===== src/rtl/sync_fifo_param.sv =====
// Single-clock parametrised FIFO with registered or first-word-fall-through read,
// programmable almost-full/almost-empty thresholds, occupancy count and sticky error flags.
module sync_fifo_param #(
    parameter int DATA_WIDTH = 32,
    parameter int ADDR_WIDTH = 4,
    parameter bit FWFT       = 1'b0,
    parameter int AFULL_TH   = 14,
    parameter int AEMPTY_TH  = 2
) (
    input  logic                  clk,
    input  logic                  rst,
    input  logic                  clear,
    input  logic [DATA_WIDTH-1:0] wdata,
    input  logic                  wpush,
    input  logic                  rpop,
    output logic [DATA_WIDTH-1:0] rdata,
    output logic                  rvalid,
    output logic                  wfull,
    output logic                  rempty,
    output logic                  afull,
    output logic                  aempty,
    output logic [ADDR_WIDTH:0]   count,
    output logic                  overflow,
    output logic                  underflow
);

    localparam int DEPTH = 1 << ADDR_WIDTH;
    localparam logic [ADDR_WIDTH:0] AFULL_C  = (ADDR_WIDTH+1)'(AFULL_TH);
    localparam logic [ADDR_WIDTH:0] AEMPTY_C = (ADDR_WIDTH+1)'(AEMPTY_TH);

    logic [DATA_WIDTH-1:0] mem_q [DEPTH];
    logic [ADDR_WIDTH:0]   wptr_q, wptr_d;
    logic [ADDR_WIDTH:0]   rptr_q, rptr_d;
    logic [ADDR_WIDTH:0]   count_q, count_d;
    logic                  ovf_q, ovf_d;
    logic                  udf_q, udf_d;
    logic                  rvalid_q, rvalid_d;
    logic [DATA_WIDTH-1:0] rdata_q, rdata_d;
    logic [DATA_WIDTH-1:0] head;
    logic                  push_ok, pop_ok;

    // Status depends on registered pointers/count only.
    assign wfull  = (wptr_q[ADDR_WIDTH] != rptr_q[ADDR_WIDTH]) &&
                    (wptr_q[ADDR_WIDTH-1:0] == rptr_q[ADDR_WIDTH-1:0]);
    assign rempty = (wptr_q == rptr_q);
    assign afull  = (count_q >= AFULL_C);
    assign aempty = (count_q <= AEMPTY_C);

    assign push_ok = wpush & ~wfull;
    assign pop_ok  = rpop & ~rempty;
    assign head    = mem_q[rptr_q[ADDR_WIDTH-1:0]];

    always_comb begin
        wptr_d   = wptr_q;
        rptr_d   = rptr_q;
        count_d  = count_q;
        ovf_d    = ovf_q;
        udf_d    = udf_q;
        rvalid_d = 1'b0;
        rdata_d  = rdata_q;
        if (!clear) begin
            if (push_ok) wptr_d = wptr_q + 1'b1;
            if (pop_ok) begin
                rptr_d   = rptr_q + 1'b1;
                rvalid_d = 1'b1;
                rdata_d  = head;
            end
            case ({push_ok, pop_ok})
                2'b10:   count_d = count_q + 1'b1;
                2'b01:   count_d = count_q - 1'b1;
                default: count_d = count_q;
            endcase
            ovf_d = ovf_q | (wpush & wfull);
            udf_d = udf_q | (rpop & rempty);
        end else begin
            wptr_d  = '0;
            rptr_d  = '0;
            count_d = '0;
            ovf_d   = 1'b0;
            udf_d   = 1'b0;
        end
    end

    always_ff @(posedge clk or negedge rst) begin
        if (!rst) begin
            wptr_q   <= '0;
            rptr_q   <= '0;
            count_q  <= '0;
            ovf_q    <= 1'b0;
            udf_q    <= 1'b0;
            rvalid_q <= 1'b0;
            rdata_q  <= '0;
        end else begin
            wptr_q   <= wptr_d;
            rptr_q   <= rptr_d;
            count_q  <= count_d;
            ovf_q    <= ovf_d;
            udf_q    <= udf_d;
            rvalid_q <= rvalid_d;
            rdata_q  <= rdata_d;
        end
    end

    // Storage is deliberately left unreset.
    always_ff @(posedge clk) begin
        if (push_ok && !clear) mem_q[wptr_q[ADDR_WIDTH-1:0]] <= wdata;
    end

    // FWFT presents the head directly; zero while empty keeps the reset value defined.
    assign rdata     = FWFT ? (rempty ? '0 : head) : rdata_q;
    assign rvalid    = FWFT ? ~rempty : rvalid_q;
    assign count     = count_q;
    assign overflow  = ovf_q;
    assign underflow = udf_q;

endmodule


===== config.mk =====
export PLATFORM = sky130hd
export DESIGN_NAME = sync_fifo_param
export DESIGN_NICKNAME = d
export VERILOG_FILES = /design/src/rtl/sync_fifo_param.sv
export SDC_FILE = /design/constraint.sdc
export NUM_CORES = 1
export LEC_CHECK = 0
export BUFFER_PORTS_ARGS = -buffer_cell sky130_fd_sc_hd__buf_2
export CORE_MARGIN = 2
export CORE_UTILIZATION = 30
export DETAILED_ROUTE_END_ITERATION = 6
export RECOVER_POWER = 50
export REMOVE_ABC_BUFFERS = 1
export SLEW_MARGIN = 20
export SYNTH_ARGS = -nofsm -noshare
export SYNTH_HDL_FRONTEND = slang
export SYNTH_SLANG_ARGS = --single-unit
export TNS_END_PERCENT = 10

===== constraint.sdc =====
create_clock -name clk -period 5.7 [get_ports clk]
set_input_delay 0.855 -clock clk [delete_from_list [all_inputs] [get_ports clk]]
set_output_delay 0.855 -clock clk [all_outputs]
set_load 0.02 [all_outputs]

## Word-level counts from Yosys, hierarchy flattened

Memories as Yosys holds them, arrays and structs flattened. A register that Yosys moved wholly into a read port is not among the register bits.
Index checks and enable logic that the tools add are counted.

| word-level totals | value |
|---|---|
| flip-flop bits (word level) | 18 |
| memory bits (writable) | 512 |
| input port bits | 37 |
| logic and storage cells | 47 |
| memories kept | 1 |

Memory list:

| name | words | bits a word | read ports | clocked after memory_dff | wr ports | RTL line | RTL |
|---|---|---|---|---|---|---|---|
| mem_q | 16 | 32 | 1 | 1 | 1 | 31 | `logic [DATA_WIDTH-1:0] mem_q [DEPTH];` |

| operators by class | value |
|---|---|
| add/subtract/negate cells | 4 |
| $lt $le $gt $ge | 2 |
| equal/unequal tests | 5 |
| multiplexer cells | 12 |
| bitwise operators | 9 |
| reduce and logical (&&, ||, !) cells | 8 |

Operator list:

| kind | number |
|---|---|
| $mux W5 | 5 |
| $add A5 B1 Y5 const B | 3 |
| $pmux W5 S2 | 1 |
| $mux W1 | 6 |
| $eq A5 B5 Y1 | 1 |
| $ge A5 B4 Y1 const B | 1 |
| $le A5 B2 Y1 const B | 1 |
| $sub A5 B1 Y5 const B | 1 |
| $and A1 B1 Y1 | 4 |
| $eq A4 B4 Y1 | 1 |
| $reduce_bool A2 Y1 | 2 |
| $not A1 Y1 | 3 |
| $reduce_bool A3 Y1 | 1 |
| $eq A2 B1 Y1 const B | 1 |
| $eq A2 B2 Y1 const B | 1 |
| $logic_and A1 B1 Y1 | 2 |
| $logic_not A1 Y1 | 2 |
| $or A1 B1 Y1 | 2 |
| $reduce_and A2 Y1 | 1 |
| $ne A1 B1 Y1 | 1 |

## Depth between registers and ports, before layout

| depth | value |
|---|---|
| depth in word-level cells | 7 |
| gate-level depth with buffers | 11 |

## Worst setup path after synthesis

Ideal clock, no wire load.

| path | value |
|---|---|
| path type | input to register |
| start | input port clear |
| end | memory mem_q[7][0], enable pin |
| data arrival time | 4.445 ns |
| data required time | 5.199 ns |
| slack | 0.754 ns |
| stages | 3 |
| buffers on the path | 2 |
| cells stage by stage | clkbuf_1 clkbuf_1 nor4_1 |

| on the way | value |
|---|---|
| cells in the longest elaborated chain, start to end | 4 |

RTL lines:

| element | RTL line | RTL |
|---|---|---|
| start: declaration | 12 | `input logic clear,` |
| $logic_not A1 Y1 | 106 | `if (push_ok && !clear) mem_q[wptr_q[ADDR_WIDTH-1:0]] <= wdata;` |
| $logic_and A1 B1 Y1 | 106 |  |
| $mux W1 | 106 |  |
| $mux W1 (implied by the code) | 106 |  |
| end: declaration | 31 |  |

Every way passes these cells.

## Final worst setup path

| path | value |
|---|---|
| start | register rptr_q[0] |
| end | output port rempty |

| on the way | value |
|---|---|
| cells in the longest elaborated chain, start to end | 1 |

RTL lines:

| element | RTL line | RTL |
|---|---|---|
| start: declaration | 33 | `logic [ADDR_WIDTH:0] rptr_q, rptr_d;` |
| start signal: assignment | 95 | `rptr_q <= rptr_d;` |
| $eq A5 B5 Y1 | 45 | `assign rempty = (wptr_q == rptr_q);` |
| end: declaration | 19 | `output logic rempty,` |

Every way passes these cells.

==> flow_summary.ini <==
[timing]
finalMaxSlewViolations = 0
final.min_clock_period_ns = 3.59
rsz0062_at_grt = false
fmax_mhz = 279
max_slew_margin_pct = 29.1
setup_violations = 0
fin_crit_sh_pct = 62.9
clock_skew_ns = 0.0226
finalHoldViolCount = 0
holdWs_ns = 0.369
worst_pin_slew_ns = 1.06

[die]
die-width_um = 275
coreArea_um2 = 72800
start_util_pct = 30.2
row_count = 99
io_pins = 81
die_h_um = 275
die_area_um2 = 75500

[detailed_routing]
first_iter_violations = 753
ant_nets = 0
routedWlPerCell_um = 23.0
via_count = 9760
first_pass_iters = 5
drt_wl_total_mm = 46.8
drc = 0
via_per_inst = 4.80

[clock_network]
root_buffer = clkbuf_16
clkLatencyLatePin_ns = 0.62
cts_resized = 0
cts_tree = yes
cts_sinks = 562
postCtsSetupRepairBufs = 0
cts_buffers = 55
clockBufferDepth = 3
clkTransAtPathRegs_ns = 0.06
cts_hold_buf = 0
h-tree-depth = 2

[final_layout]
n_antenna_cell = 0
drive_above_1_share_pct = 27.9
fin_cells = 2032
finalInstanceArea_um2 = 25300
num-nets-final = 1076
syn2layout_area_growth_pct = 15.1
final_util_pct = 34.8

[setup_path]
worst_setup_path_start_kind = flip-flop
crit_chain = xnor2_1 -> nand4_1 -> nor2_1 -> buf_2
required_ns = 4.85
r2r.worst_path.cells = 7
crit_type = flip-flop to output port
worst_path_max_delay_cell = dfrtp_4
slowest_delay_ns = 0.91
cp.arrival_ns = 2.73
cp-end-kind = output port
cp_max_fo = 38

[global_routing]
grt_pass1_vias = 10237
grt_max_degree = 71
grt_pass1_wl_mm = 68.7
grt_overflow = 0
antenna_found_initial = 7
grt_usage_pct = 12.4

[min_path]
hold_class = input pin to async pin

[run]
maxCapViolations = 0

[yosys]
syn_area_um2 = 22000
yosys_warnings = 0
netlist_instances = 915
ys_ff_latch = 562
yosysUniqueCellTypes = 41
synth_area_per_cell_um2 = 24.0
yosysSeqAreaShare_pct = 75.6

[power_and_ir_drop]
p_leak_nw = 7.93
p_per_area_nw_per_um2 = 384
vdd_drop_max_v = 0.000287

[place]
io_buffer_count = 80
place_area_um2 = 23700
dp_cells = 1934
gp_congestion = 0.728
dp_hpwl_mm = 25.0

[status]
status = finished, final reports clean
==> final timing paths <==
kind,startpoint,end,slack [ns]
setup reg to reg,rptr_q[0],mem_q[15][31],2.17
setup / recovery,rptr_q[0],rempty,2.11
max in group asynchronous,rst,rptr_q[2],4.67
min in group clk,overflow,overflow,0.51
hold / removal,rst,rdata[8],0.37
hold reg to reg,overflow,overflow,0.51
==> registers in the layout (all words and copies together) (netlist names) <==
register / flops
rptr_q: 5
overflow: 1
wptr_q: 5
rvalid: 1
underflow: 1
rdata: 32
mem_q: 512
count: 5
==> where the power goes <==
group,switching [W],total [W],internal [W]
sequential,0.000162,0.00482,0.00466
combinational,0.000720,0.00143,0.000707
clock,0.00152,0.00348,0.00196
==> through the flow <==
step,total power (W),setup WS [ns],setup TNS (ns)
2_1_floorplan,0.00597,-3.26,-1247.70
6_report,0.00973,2.11,0
4_1_cts,0.00988,2.09,0
3_5_place_dp,0.00639,2.11,0
3_3_place_gp,0.00637,1.91,0
5_1_grt,0.0101,1.93,0
==> cell usage after synthesis <==
cell      count  area (um2)
nand3_1       1        5.00
clkbuf_1     23        86.3
buf_4         4        30.0
edfxtp_1    512       15400
nand2_1       9        33.8
buf_12        6         120
nor3b_1       1        7.51
nor3_1        5        25.0
and4_1        1        8.76
a32oi_1       3        26.3
nand4_1       5        31.3
o32ai_1       1        8.76
nor4_1        8        50.1
buf_2         7        35.0
nor2_1       23        86.3
xnor2_1       8        70.1
o31ai_1       1        7.51
ha_1          7        87.6
and3_1        3        18.8
clkinv_1      1        3.75
mux4_2      108        2430
nand2b_1      2        12.5
inv_1         7        26.3
mux2i_2       1        13.8
buf_1         1        3.75
mux2_1        1        11.3
and2_1        1        6.26
a31o_2        2        17.5
nor3_4        1        16.3
buf_6         4        45.0
or3_1         2        12.5
dfrtp_1      50        1250
a21oi_1       5        25.0
buf_8         2        30.0
a21oi_4       1        16.3
mux2_4       30         450
mux4_1       52        1370
xor2_1       10        87.6
mux2_2        2        22.5
mux2i_1       3        30.0
o21ai_1       1        5.00
==> layout make-up <==
cell class                      instances  area (um2)
Sequential cell                       562       16600
Timing Repair Buffer                  107         642
Multi-Input combinational cell        298        5090
Tap cell                              959        1200
Clock inverter                         34         264
Clock buffer                           64        1450
Inverter                                8        30.0
Fill cell                            6733       47500
==> layout by cell type (no fill, tap or decap), types with 2 or more instances in the layout <==
master / count
nor3_1: 2
nor4_2: 6
mux4_2: 108
nand4_1: 5
buf_2: 25
and3_4: 3
clkinv_4: 2
buf_16: 4
ha_1: 7
nand2b_1: 2
clkinvlp_4: 2
nor2_4: 3
dfrtp_1: 46
clkinv_1: 11
nand2_1: 9
dfrtp_4: 3
mux2i_1: 3
mux4_1: 52
nor3_2: 3
or3_1: 2
xnor2_1: 8
a31o_2: 2
nor2_1: 20
mux2_4: 30
bufinv_16: 3
clkbuf_1: 61
nor4_1: 2
clkinv_2: 15
a21oi_1: 5
clkbuf_16: 57
buf_4: 21
edfxtp_1: 512
xor2_1: 10
mux2_2: 2
a32oi_1: 3
inv_1: 7
==> kinds of logic (layout without fill, tap and decap cells) <==
kind of cell | count (synthesis) | count (layout) | synth area share [%]
AND/OR/NAND/NOR | 62 | 62 | 1.43
XOR/XNOR | 18 | 18 | 0.717
multiplexers | 197 | 197 | 19.7
buffers and inverters | 55 | 213 | 1.73
AO/OA/AOI/OAI | 14 | 14 | 0.483
adder cells (fa/ha/maj) | 7 | 7 | 0.398
flip-flops | 562 | 562 | 75.6
==> routing by layer <==
layer	vias to the layer above	GRT usage (%)	share of wire, %
li1	4164	-	-
met1	5291	16.8	44
met2	214	20.2	49
met3	77	2.82	5.5
met4	14	3.60	2.0
met5	-	0	0.17
==> critical path: cells and delay by family (launching register included) <==
kind          cells  cell delay, ns
flops             1            0.91
xor+xnor          1            0.22
simple gates      2            0.75
buf+inv           1            0.25
Note: power is estimated with default switching activity, not from simulation.
